$ cat config.mk
export PLATFORM = sky130hd
export DESIGN_NAME = div_period_mon_flat
export DESIGN_NICKNAME = d
export VERILOG_FILES = /design/src/rtl/div_period_mon_pkg.sv /design/src/rtl/div_period_mon_if.sv /design/src/rtl/div_period_mon_rise_det.sv /design/src/rtl/div_period_mon.sv /design/src/flat_wrapper.sv
export SDC_FILE = /design/constraint.sdc
export NUM_CORES = 1
export LEC_CHECK = 0
export CAP_MARGIN = 20
export CELL_PAD_IN_SITES_DETAIL_PLACEMENT = 0
export CELL_PAD_IN_SITES_GLOBAL_PLACEMENT = 1
export CORE_MARGIN = 1
export CORE_UTILIZATION = 30
export CTS_BUF_LIST = sky130_fd_sc_hd__clkbuf_4
export DETAILED_ROUTE_END_ITERATION = 10
export HOLD_SLACK_MARGIN = 0.02
export PLACE_DENSITY_LB_ADDON = 0.1
export SETUP_SLACK_MARGIN = 0.02
export SYNTH_ARGS = -nofsm -noshare
export SYNTH_HDL_FRONTEND = slang
export SYNTH_SLANG_ARGS = --single-unit
export TNS_END_PERCENT = 50
$ cat constraint.sdc
create_clock -name sys_clk -period 2.6 [get_ports sys_clk]
set_input_delay 0.52 -clock sys_clk [delete_from_list [all_inputs] [get_ports sys_clk]]
set_output_delay 0.52 -clock sys_clk [all_outputs]
set_load 0.05 [all_outputs]
$ cat src/rtl/div_period_mon_pkg.sv
// Shared types and defaults for the divided-clock period monitor.
package div_mon_pkg;

    typedef enum logic [1:0] {
        IDLE = 2'd0,
        SYNC = 2'd1,
        RUN  = 2'd2
    } mon_state_e;

    localparam int DEF_WIN       = 87;
    localparam int DEF_PER_MIN   = 8;
    localparam int DEF_PER_MAX   = 9;
    localparam int DEF_EXP_EDGES = 10;
    localparam int DEF_EDGE_TOL  = 1;
    localparam int DEF_LOCK_N    = 4;
    localparam int DEF_CNT_W     = 8;

    // Two maximum periods without a rise means the divider has stopped.
    function automatic int stuck_lim(input int per_max);
        return 2 * per_max;
    endfunction

endpackage

$ cat src/rtl/div_period_mon_if.sv
// Monitor-side bundle: stimulus/control in, measurements and sticky flags out.
interface div_period_mon_if
    import div_mon_pkg::*;
#(
    parameter int CNT_W = DEF_CNT_W
);
    logic             clk_in;
    logic             mon_en;
    logic             clr_err;
    logic [CNT_W-1:0] period_last;
    logic             period_vld;
    logic [7:0]       edge_cnt_win;
    logic             win_done;
    logic             locked;
    logic             err_period;
    logic             err_count;
    logic             err_stuck;

    modport master (
        output clk_in, mon_en, clr_err,
        input  period_last, period_vld, edge_cnt_win, win_done,
        input  locked, err_period, err_count, err_stuck
    );

    modport slave (
        input  clk_in, mon_en, clr_err,
        output period_last, period_vld, edge_cnt_win, win_done,
        output locked, err_period, err_count, err_stuck
    );
endinterface

$ cat src/rtl/div_period_mon_rise_det.sv
// Rising-edge detector for a signal already in the sys_clk domain.
module rise_det (
    input  logic sys_clk,
    input  logic sys_rst_n,
    input  logic i_sig,
    output logic o_rise
);
    logic r_sig_d;

    always_ff @(posedge sys_clk or negedge sys_rst_n) begin
        if (!sys_rst_n) r_sig_d <= 1'b0;
        else            r_sig_d <= i_sig;
    end

    assign o_rise = i_sig & ~r_sig_d;
endmodule

$ cat src/rtl/div_period_mon.sv
// Measures each divided-clock period, counts rises per window and flags
// period, count and stuck errors; lock tracks consecutive legal periods.
module div_period_mon
    import div_mon_pkg::*;
#(
    parameter int WIN       = DEF_WIN,
    parameter int PER_MIN   = DEF_PER_MIN,
    parameter int PER_MAX   = DEF_PER_MAX,
    parameter int EXP_EDGES = DEF_EXP_EDGES,
    parameter int EDGE_TOL  = DEF_EDGE_TOL,
    parameter int LOCK_N    = DEF_LOCK_N,
    parameter int CNT_W     = DEF_CNT_W
) (
    input  logic             sys_clk,
    input  logic             sys_rst_n,
    div_period_mon_if.slave  mon
);
    localparam int LR_W    = $clog2(LOCK_N + 1);
    localparam int EDGE_HI = EXP_EDGES + EDGE_TOL;
    localparam int EDGE_LO = (EXP_EDGES > EDGE_TOL) ? (EXP_EDGES - EDGE_TOL) : 0;

    localparam logic [CNT_W-1:0] CNT_ONE = {{(CNT_W-1){1'b0}}, 1'b1};
    localparam logic [CNT_W-1:0] CNT_MAX = '1;
    localparam logic [CNT_W-1:0] STUCK_C = CNT_W'(stuck_lim(PER_MAX));
    localparam logic [CNT_W-1:0] WIN_C   = CNT_W'(WIN);
    localparam logic [CNT_W-1:0] PMIN_C  = CNT_W'(PER_MIN);
    localparam logic [CNT_W-1:0] PMAX_C  = CNT_W'(PER_MAX);
    localparam logic [LR_W-1:0]  LOCK_C  = LR_W'(LOCK_N);
    localparam logic [LR_W-1:0]  LR_ONE  = {{(LR_W-1){1'b0}}, 1'b1};

    mon_state_e       r_state, w_state_nxt;
    logic             w_rise;
    logic             w_start, w_run, w_per_evt, w_stuck, w_win_end;
    logic             w_per_bad, w_cnt_bad;
    logic [CNT_W-1:0] r_period_cnt, r_win_cnt;
    logic [7:0]       r_win_edges, w_edges_inc;
    logic [LR_W-1:0]  r_lock_run, w_lock_nxt;

    logic [CNT_W-1:0] r_period_last;
    logic             r_period_vld;
    logic [7:0]       r_edge_cnt_win;
    logic             r_win_done, r_locked;
    logic             r_err_period, r_err_count, r_err_stuck;

    rise_det u_rise (
        .sys_clk   (sys_clk),
        .sys_rst_n (sys_rst_n),
        .i_sig     (mon.clk_in),
        .o_rise    (w_rise)
    );

    always_ff @(posedge sys_clk or negedge sys_rst_n) begin
        if (!sys_rst_n) r_state <= IDLE;
        else            r_state <= w_state_nxt;
    end

    always_comb begin
        w_state_nxt = r_state;
        if (!mon.mon_en) begin
            w_state_nxt = IDLE;
        end else begin
            case (r_state)
                IDLE:    w_state_nxt = SYNC;
                SYNC:    if (w_rise)  w_state_nxt = RUN;
                RUN:     if (w_stuck) w_state_nxt = SYNC;
                default: w_state_nxt = IDLE;
            endcase
        end
    end

    always_comb begin
        w_start = 1'b0;
        w_run   = 1'b0;
        case (r_state)
            SYNC:    w_start = mon.mon_en & w_rise;
            RUN:     w_run   = mon.mon_en;
            default: ;
        endcase
    end

    // A stuck event abandons the window, so it also suppresses win_done.
    assign w_per_evt = w_run & w_rise;
    assign w_stuck   = w_run & ~w_rise & (r_period_cnt == STUCK_C);
    assign w_win_end = w_run & ~w_stuck & (r_win_cnt == WIN_C);

    assign w_edges_inc = (w_rise && r_win_edges != 8'hFF) ? r_win_edges + 8'd1 : r_win_edges;
    assign w_per_bad   = w_per_evt & ((r_period_cnt < PMIN_C) | (r_period_cnt > PMAX_C));
    assign w_cnt_bad   = w_win_end & ((int'(w_edges_inc) > EDGE_HI) | (int'(w_edges_inc) < EDGE_LO));

    always_comb begin
        w_lock_nxt = r_lock_run;
        if (!mon.mon_en || w_stuck || w_per_bad)
            w_lock_nxt = '0;
        else if (w_per_evt && r_lock_run != LOCK_C)
            w_lock_nxt = r_lock_run + LR_ONE;
    end

    always_ff @(posedge sys_clk or negedge sys_rst_n) begin
        if (!sys_rst_n) begin
            r_period_cnt <= '0;
            r_win_cnt    <= '0;
            r_win_edges  <= '0;
        end else if (w_start) begin
            r_period_cnt <= CNT_ONE;
            r_win_cnt    <= CNT_ONE;
            r_win_edges  <= '0;
        end else if (w_run) begin
            if (w_rise)                      r_period_cnt <= CNT_ONE;
            else if (r_period_cnt != CNT_MAX) r_period_cnt <= r_period_cnt + CNT_ONE;
            if (w_win_end) begin
                r_win_cnt   <= CNT_ONE;
                r_win_edges <= '0;
            end else begin
                r_win_cnt   <= r_win_cnt + CNT_ONE;
                r_win_edges <= w_edges_inc;
            end
        end else begin
            r_period_cnt <= '0;
            r_win_cnt    <= '0;
            r_win_edges  <= '0;
        end
    end

    // Sticky flags: a same-cycle set beats clr_err.
    always_ff @(posedge sys_clk or negedge sys_rst_n) begin
        if (!sys_rst_n) begin
            r_period_last  <= '0;
            r_period_vld   <= 1'b0;
            r_edge_cnt_win <= '0;
            r_win_done     <= 1'b0;
            r_lock_run     <= '0;
            r_locked       <= 1'b0;
            r_err_period   <= 1'b0;
            r_err_count    <= 1'b0;
            r_err_stuck    <= 1'b0;
        end else begin
            r_period_vld <= w_per_evt;
            if (w_per_evt) r_period_last <= r_period_cnt;
            r_win_done <= w_win_end;
            if (w_win_end) r_edge_cnt_win <= w_edges_inc;
            r_lock_run   <= w_lock_nxt;
            r_locked     <= (w_lock_nxt == LOCK_C);
            r_err_period <= (r_err_period & ~mon.clr_err) | w_per_bad;
            r_err_count  <= (r_err_count  & ~mon.clr_err) | w_cnt_bad;
            r_err_stuck  <= (r_err_stuck  & ~mon.clr_err) | w_stuck;
        end
    end

    assign mon.period_last  = r_period_last;
    assign mon.period_vld   = r_period_vld;
    assign mon.edge_cnt_win = r_edge_cnt_win;
    assign mon.win_done     = r_win_done;
    assign mon.locked       = r_locked;
    assign mon.err_period   = r_err_period;
    assign mon.err_count    = r_err_count;
    assign mon.err_stuck    = r_err_stuck;
endmodule

$ cat src/flat_wrapper.sv
// flat-port wrapper written by rule: the top's interface ports become plain ports
module div_period_mon_flat import div_mon_pkg::*;
#(
    parameter int WIN       = DEF_WIN,
    parameter int PER_MIN   = DEF_PER_MIN,
    parameter int PER_MAX   = DEF_PER_MAX,
    parameter int EXP_EDGES = DEF_EXP_EDGES,
    parameter int EDGE_TOL  = DEF_EDGE_TOL,
    parameter int LOCK_N    = DEF_LOCK_N,
    parameter int CNT_W     = DEF_CNT_W
)
  (sys_clk, sys_rst_n, mon_clk_in, mon_mon_en, mon_clr_err, mon_period_last, mon_period_vld, mon_edge_cnt_win, mon_win_done, mon_locked, mon_err_period, mon_err_count, mon_err_stuck);
  div_period_mon_if #(.CNT_W(CNT_W)) mon_i ();
  input  logic sys_clk;
  input  logic sys_rst_n;
  input wire logic [$bits(mon_i.clk_in)-1:0] mon_clk_in;
  input wire logic [$bits(mon_i.mon_en)-1:0] mon_mon_en;
  input wire logic [$bits(mon_i.clr_err)-1:0] mon_clr_err;
  output wire logic [$bits(mon_i.period_last)-1:0] mon_period_last;
  output wire logic [$bits(mon_i.period_vld)-1:0] mon_period_vld;
  output wire logic [$bits(mon_i.edge_cnt_win)-1:0] mon_edge_cnt_win;
  output wire logic [$bits(mon_i.win_done)-1:0] mon_win_done;
  output wire logic [$bits(mon_i.locked)-1:0] mon_locked;
  output wire logic [$bits(mon_i.err_period)-1:0] mon_err_period;
  output wire logic [$bits(mon_i.err_count)-1:0] mon_err_count;
  output wire logic [$bits(mon_i.err_stuck)-1:0] mon_err_stuck;
  assign mon_i.clk_in = mon_clk_in;
  assign mon_i.mon_en = mon_mon_en;
  assign mon_i.clr_err = mon_clr_err;
  assign mon_period_last = mon_i.period_last;
  assign mon_period_vld = mon_i.period_vld;
  assign mon_edge_cnt_win = mon_i.edge_cnt_win;
  assign mon_win_done = mon_i.win_done;
  assign mon_locked = mon_i.locked;
  assign mon_err_period = mon_i.err_period;
  assign mon_err_count = mon_i.err_count;
  assign mon_err_stuck = mon_i.err_stuck;
  div_period_mon #(.WIN(WIN), .PER_MIN(PER_MIN), .PER_MAX(PER_MAX), .EXP_EDGES(EXP_EDGES), .EDGE_TOL(EDGE_TOL), .LOCK_N(LOCK_N), .CNT_W(CNT_W)) u_core (.sys_clk(sys_clk), .sys_rst_n(sys_rst_n), .mon(mon_i));
endmodule
## Yosys cells after proc, flatten, opt, wreduce, memory -nomap -nowiden

Cells that the tools add are included.

| word-level totals | value |
|---|---|
| memories | 0 |
| bits in registers | 52 |
| latch bits | 0 |
| memory bits (read-only) | 0 |
| output and inout port bits | 22 |
| input bits | 5 |
| logic and storage cells | 80 |
| bits in writable memories | 0 |

| cells by class | value |
|---|---|
| reduce and logical (&&, ||, !) cells | 7 |
| multiplexer cells | 19 |
| add/sub/neg operators | 4 |
| shifts and indexed selects | 0 |
| bitwise operators | 21 |
| equality and inequality tests | 11 |
| $lt $le $gt $ge | 4 |
| multiply operators | 0 |
| div/mod/pow operators | 0 |

Operators with widths:

| cell | number |
|---|---|
| $mux 8 | 11 |
| $add 8x1->8 const B | 3 |
| $gt 8x4->1 const B | 2 |
| $lt 8x4->1 const B | 2 |
| $ne 8x8->1 const B | 2 |
| $and 1x1->1 | 12 |
| $eq 8x5->1 const B | 1 |
| $eq 8x7->1 const B | 1 |
| $mux 2 | 3 |
| $mux 3 | 2 |
| $ne 3x2->1 const B | 2 |
| $pmux 2 s3 | 1 |
| $or 1x1->1 | 5 |
| $ne 4x2->1 const B | 1 |
| $not 1->1 | 4 |
| $add 3x1->3 const B | 1 |
| $eq 3x3->1 const B | 1 |
| $ne 3x3->1 const B | 1 |
| $eq 2x1->1 const B | 1 |
| $eq 2x2->1 const B | 1 |
| $logic_and 1x1->1 | 2 |
| $logic_not 2->1 | 1 |
| $logic_or 1x1->1 | 2 |
| $mux 1 | 2 |
| other kinds (2) | 2 |

## Longest topological paths before layout

| depth | value |
|---|---|
| depth in word-level cells | 11 |
| depth in mapped cells | 9 |
| depth with buffers taken out | 7 |

## Hierarchy

Synthesis repeated with hierarchy kept, for this count alone.

| second synthesis, totals | value |
|---|---|
| cells, all modules | 248 |
| area, all modules | 2595.0 sq um |

By module, submodules not included:

| module | sequential area each (sq um) | instances | area an instance (sq um) | cells an instance |
|---|---|---|---|---|
| div_period_mon | 1276.2 | 1 | 2556.2 | 246 |
| rise_det | 25.0 | 1 | 38.8 | 2 |

## Least setup slack after synthesis

No wires, ideal clock.

| timing path | value |
|---|---|
| path type | reg2reg |
| start point | register u_core.r_period_cnt[0] |
| end point | register u_core.r_win_edges[5] |
| setup slack | 746 ps |
| setup time | 126 ps |
| period minus slack after synthesis | 1854 ps |
| path buffers | 2 |
| arrival time | 1729 ps |
| data required time | 2474 ps |
| stages on the path, launching flop included | 10 |
| path through | dfrtp_1 inv_1 ha_1 and3b_1 and3_1 buf_6 or2_2 nand2_2 buf_4 nor2_1 |

| on the way | value |
|---|---|
| cells in the longest elaborated chain, start to end | 8 |

Ends and longest elaborated chain:

| what | line | RTL |
|---|---|---|
| start, declared | div_period_mon.sv:35 | `logic [CNT_W-1:0] r_period_cnt, r_win_cnt;` |
| start signal, assigned | div_period_mon.sv:109 | `else if (r_period_cnt != CNT_MAX) r_period_cnt <= r_period_cnt + CNT_ONE;` |
| $eq 8x5->1 | div_period_mon.sv:83 | `assign w_stuck = w_run & ~w_rise & (r_period_cnt == STUCK_C);` |
| $and 1x1->1 | div_period_mon.sv:83 |  |
| $not 1->1 | div_period_mon.sv:84 | `assign w_win_end = w_run & ~w_stuck & (r_win_cnt == WIN_C);` |
| $and 1x1->1 (2 in a row) | div_period_mon.sv:84 |  |
| $mux 8 | div_period_mon.sv:110 | `if (w_win_end) begin` |
| $mux 8 | div_period_mon.sv:107 | `end else if (w_run) begin` |
| $mux 8 | div_period_mon.sv:103 | `end else if (w_start) begin` |
| end signal, assigned | div_period_mon.sv:115 | `r_win_edges <= w_edges_inc;` |
| end, declared | div_period_mon.sv:36 | `logic [7:0] r_win_edges, w_edges_inc;` |

No other way between the ends.
A chain may end at the register's enable or synchronous reset.

## Worst setup path after layout

| timing path | value |
|---|---|
| start point | register u_core.r_err_period (netlist: u_core.mon.err_period) |
| end point | output mon_err_period |

RTL lines:

| what | line | RTL |
|---|---|---|
| start, declared | div_period_mon.sv:43 | `logic r_err_period, r_err_count, r_err_stuck;` |
| start signal, assigned | div_period_mon.sv:143 | `r_err_period <= (r_err_period & ~mon.clr_err) \| w_per_bad;` |
| end, declared | flat_wrapper.sv:24 | `output wire logic [$bits(mon_i.err_period)-1:0] mon_err_period;` |

No word-level cell between the ends.

==> results.json <==
{
  "syn_to_final_growth_pct": 19.16,
  "ys_seq_area_frac": 0.5111,
  "nets": 282,
  "required_ns": 2.08,
  "final_cell_area_mm2": 0.003034,
  "synth_flop_cell": "dfrtp_1",
  "postLayoutCoreUtil": 0.3693,
  "drc": 0,
  "clkPwrFrac": 0.325,
  "powerDensity_mw_per_mm2": 462.9,
  "cts_resized": 0,
  "numCtsBuffers": 5,
  "vias": 1778,
  "power.total_uw": 1404,
  "grt_overflow": 0,
  "coreArea_mm2": 0.008217,
  "setup_viol": 0,
  "relSlewSlack": 0.6645,
  "ant_nets": 0,
  "p_comb_frac": 0.084,
  "die-area_mm2": 0.008860,
  "cts_hold_buf": 0,
  "synth-async-reset-ratio": 1.000,
  "grt_setup_unrepaired": "false",
  "crit_arrival_ns": 1.60,
  "rows": 33,
  "viasPerCell": 4.741,
  "end_kind": "primary output",
  "syn_area_per_cell_um2": 10.93,
  "path_clk_slew_ns": 0.15,
  "leakage_uw": 0.001326,
  "intPower_uw": 1060,
  "die_width_um": 94.13,
  "grt.total_usage": 0.1345,
  "critPathTopFamily": "buffers and inverters",
  "layout_setup_ws_ns": 0.4829,
  "drive_above_1_share": 0.1556,
  "final_cell_mix": "52 x dfrtp_1, 32 x nor2_1, 25 x clkdlybuf4s50_1",
  "cts_tree": "yes",
  "num_io_pins": 27,
  "clockRootBuffer": "clkbuf_4",
  "n_antenna_cell": 0,
  "grt_pass1_vias": 1833,
  "synth-seq-cells": 52,
  "worstPathMaxFanout": 2,
  "crit_chain": "clkdlybuf4s50_1",
  "syn_nets": 246,
  "cts_max_level": 2,
  "grt_pass1_wl_um": 9101,
  "switchingPower_uw": 344.6,
  "period_needed_ns": 2.117,
  "drv_slew": 0,
  "cpMaxStageDelayCell": "clkdlybuf4s50_1",
  "antenna_found_initial": 0,
  "clockBufferDepth": 2,
  "place_hpwl_um": 3799,
  "status": "completed",
  "irDropWorstVdd_mv": 0.1845,
  "dr.first_iter.drc_count": 62,
  "tns_ns": 0,
  "max-cap-violations": 0,
  "initial_core_util": 0.3099,
  "worst-path-buf-inv": 1,
  "netlist_area_mm2": 0.002546,
  "worst-setup-path-type": "reg -> out",
  "port_buffers": 26,
  "hold_violations": 0,
  "worst_setup_path_start_kind": "flop",
  "drt_pre_antenna_iters": 4,
  "max_stage_delay_ns": 0.82,
  "pwr-share-seq": 0.591,
  "clk_latency_ns": 0.37,
  "post_cts_buffers": 0,
  "clock-sinks": 52,
  "grt_max_degree": 21,
  "wl_um": 5245,
  "place_ws_ns": 0.3155,
  "synth.distinct_cells": 55,
  "period_share": 0.8143,
  "switching_share": 0.2454,
  "finClkSkew_ns": 0.005738,
  "clock.fmax_mhz": 472.3,
  "synth_warnings": 0,
  "fp.dieH_um": 94.13,
  "synthCells": 233,
  "placed_area_mm2": 0.002959,
  "wl_per_cell_um": 13.99,
  "hold_path.class": "in -> async",
  "worst_pin_slew_ns": 0.5016,
  "mostFrequentLayoutCell": "dfrtp_1",
  "synth_edf_count": 0,
  "gp_congestion": 0.7987
}
-- metal layers --
layer,track usage,up-vias,part of all wire
met2,0.2190,30,0.48
met3,0.02670,5,0.035
met5,0,-,0
met4,0.04231,0,0.010
li1,-,882,-
met1,0.1788,861,0.47
-- state kept, by name (all words and copies together), names as in the netlist, 2 cells and up --
register and flops:
u_core.r_period_cnt 8, u_core.r_win_cnt 8, u_core.mon.period_last 8, u_core.r_lock_run 3, u_core.r_win_edges 8, u_core.mon.edge_cnt_win 8, u_core.r_state 2
-- synthesized netlist by cell type (2+ instances only) --
master    number  area share
a21oi_1       10       0.020
a21oi_2        4       0.014
and2_1         2      0.0049
and3_1         8       0.020
buf_4          2      0.0059
buf_6          2      0.0088
dfrtp_1       52        0.51
ha_1           8       0.039
inv_1         11       0.016
mux2_2         8       0.035
mux2i_1        7       0.028
nand2_1        7       0.010
nand2b_1       2      0.0049
nand3_1        8       0.016
nand3b_1       2      0.0059
nand4_1        6       0.015
nor2_1        32       0.047
nor2_2         4      0.0098
nor3_1         4      0.0079
nor3b_1        2      0.0059
o21a_1         3      0.0088
o21ai_0        2      0.0039
xnor2_1        8       0.028
xor2_1         8       0.028
-- metrics by stage --
| step | std cells | hold slack [ns] |
|---|---|---|
| 3_3_place_gp | 367 | 0.4901 |
| 6_report | 375 | 0.07317 |
| 5_1_grt | 375 | 0.08914 |
| 3_5_place_dp | 367 | 0.4984 |
| 2_1_floorplan | 233 | 0.2244 |
| 4_1_cts | 375 | 0.07179 |
-- kinds of logic after synthesis --
family                     Yosys count  share of synthesized area
AOI/OAI and AO/OA                   32                    0.09435
xor gates and xnor gates            16                    0.05504
adders and majority gates            8                    0.03931
buffers and inverters               19                    0.04176
DFF                                 52                     0.5111
muxes                               15                    0.06290
and+or+nand+nor                     91                     0.1956
-- final timing paths --
| check | start | endpoint | slack (ns) | cells after the start |
|---|---|---|---|---|
| hold reg to reg | u_core.mon.period_last[6]$_DFFE_PN0P_ | u_core.mon.period_last[6]$_DFFE_PN0P_ | 0.53 | 1 |
| max in group asynchronous | sys_rst_n | u_core.mon.edge_cnt_win[0]$_DFFE_PN0P_ | 1.88 | 2 |
| setup reg to reg | u_core.r_period_cnt[0]$_DFFE_PN0P_ | u_core.r_win_edges[7]$_DFF_PN0_ | 0.57 | 7 |
| setup / recovery | u_core.mon.err_period$_DFF_PN0_ | mon_err_period | 0.48 | 1 |
| hold / removal | sys_rst_n | u_core.r_state[0]$_DFFE_PN0P_ | 0.07 | 1 |
| min in group sys_clk | u_core.mon.period_last[6]$_DFFE_PN0P_ | u_core.mon.period_last[6]$_DFFE_PN0P_ | 0.53 | 1 |
-- power groups by stage --
stage / Clock, uW / Combinational, uW / Sequential (uW)
global placement: 0 / 121 / 846
global route: 511 / 130 / 833
finish: 456 / 118 / 830
floorplan: 0 / 34.0 / 874
detailed placement: 0 / 121 / 846
CTS: 484 / 122 / 831
-- area by class of cell --
class                      instances  area [um^2]
clock buffer                       5        37.54
clock inverter                     3        37.54
fill                             834         5182
inverter                          12        45.04
multi-input combinational        162         1139
sequential                        52         1301
tap                              105        131.4
timing repair buffer              36        342.8
No activity file was read; power rests on OpenSTA's default activity.
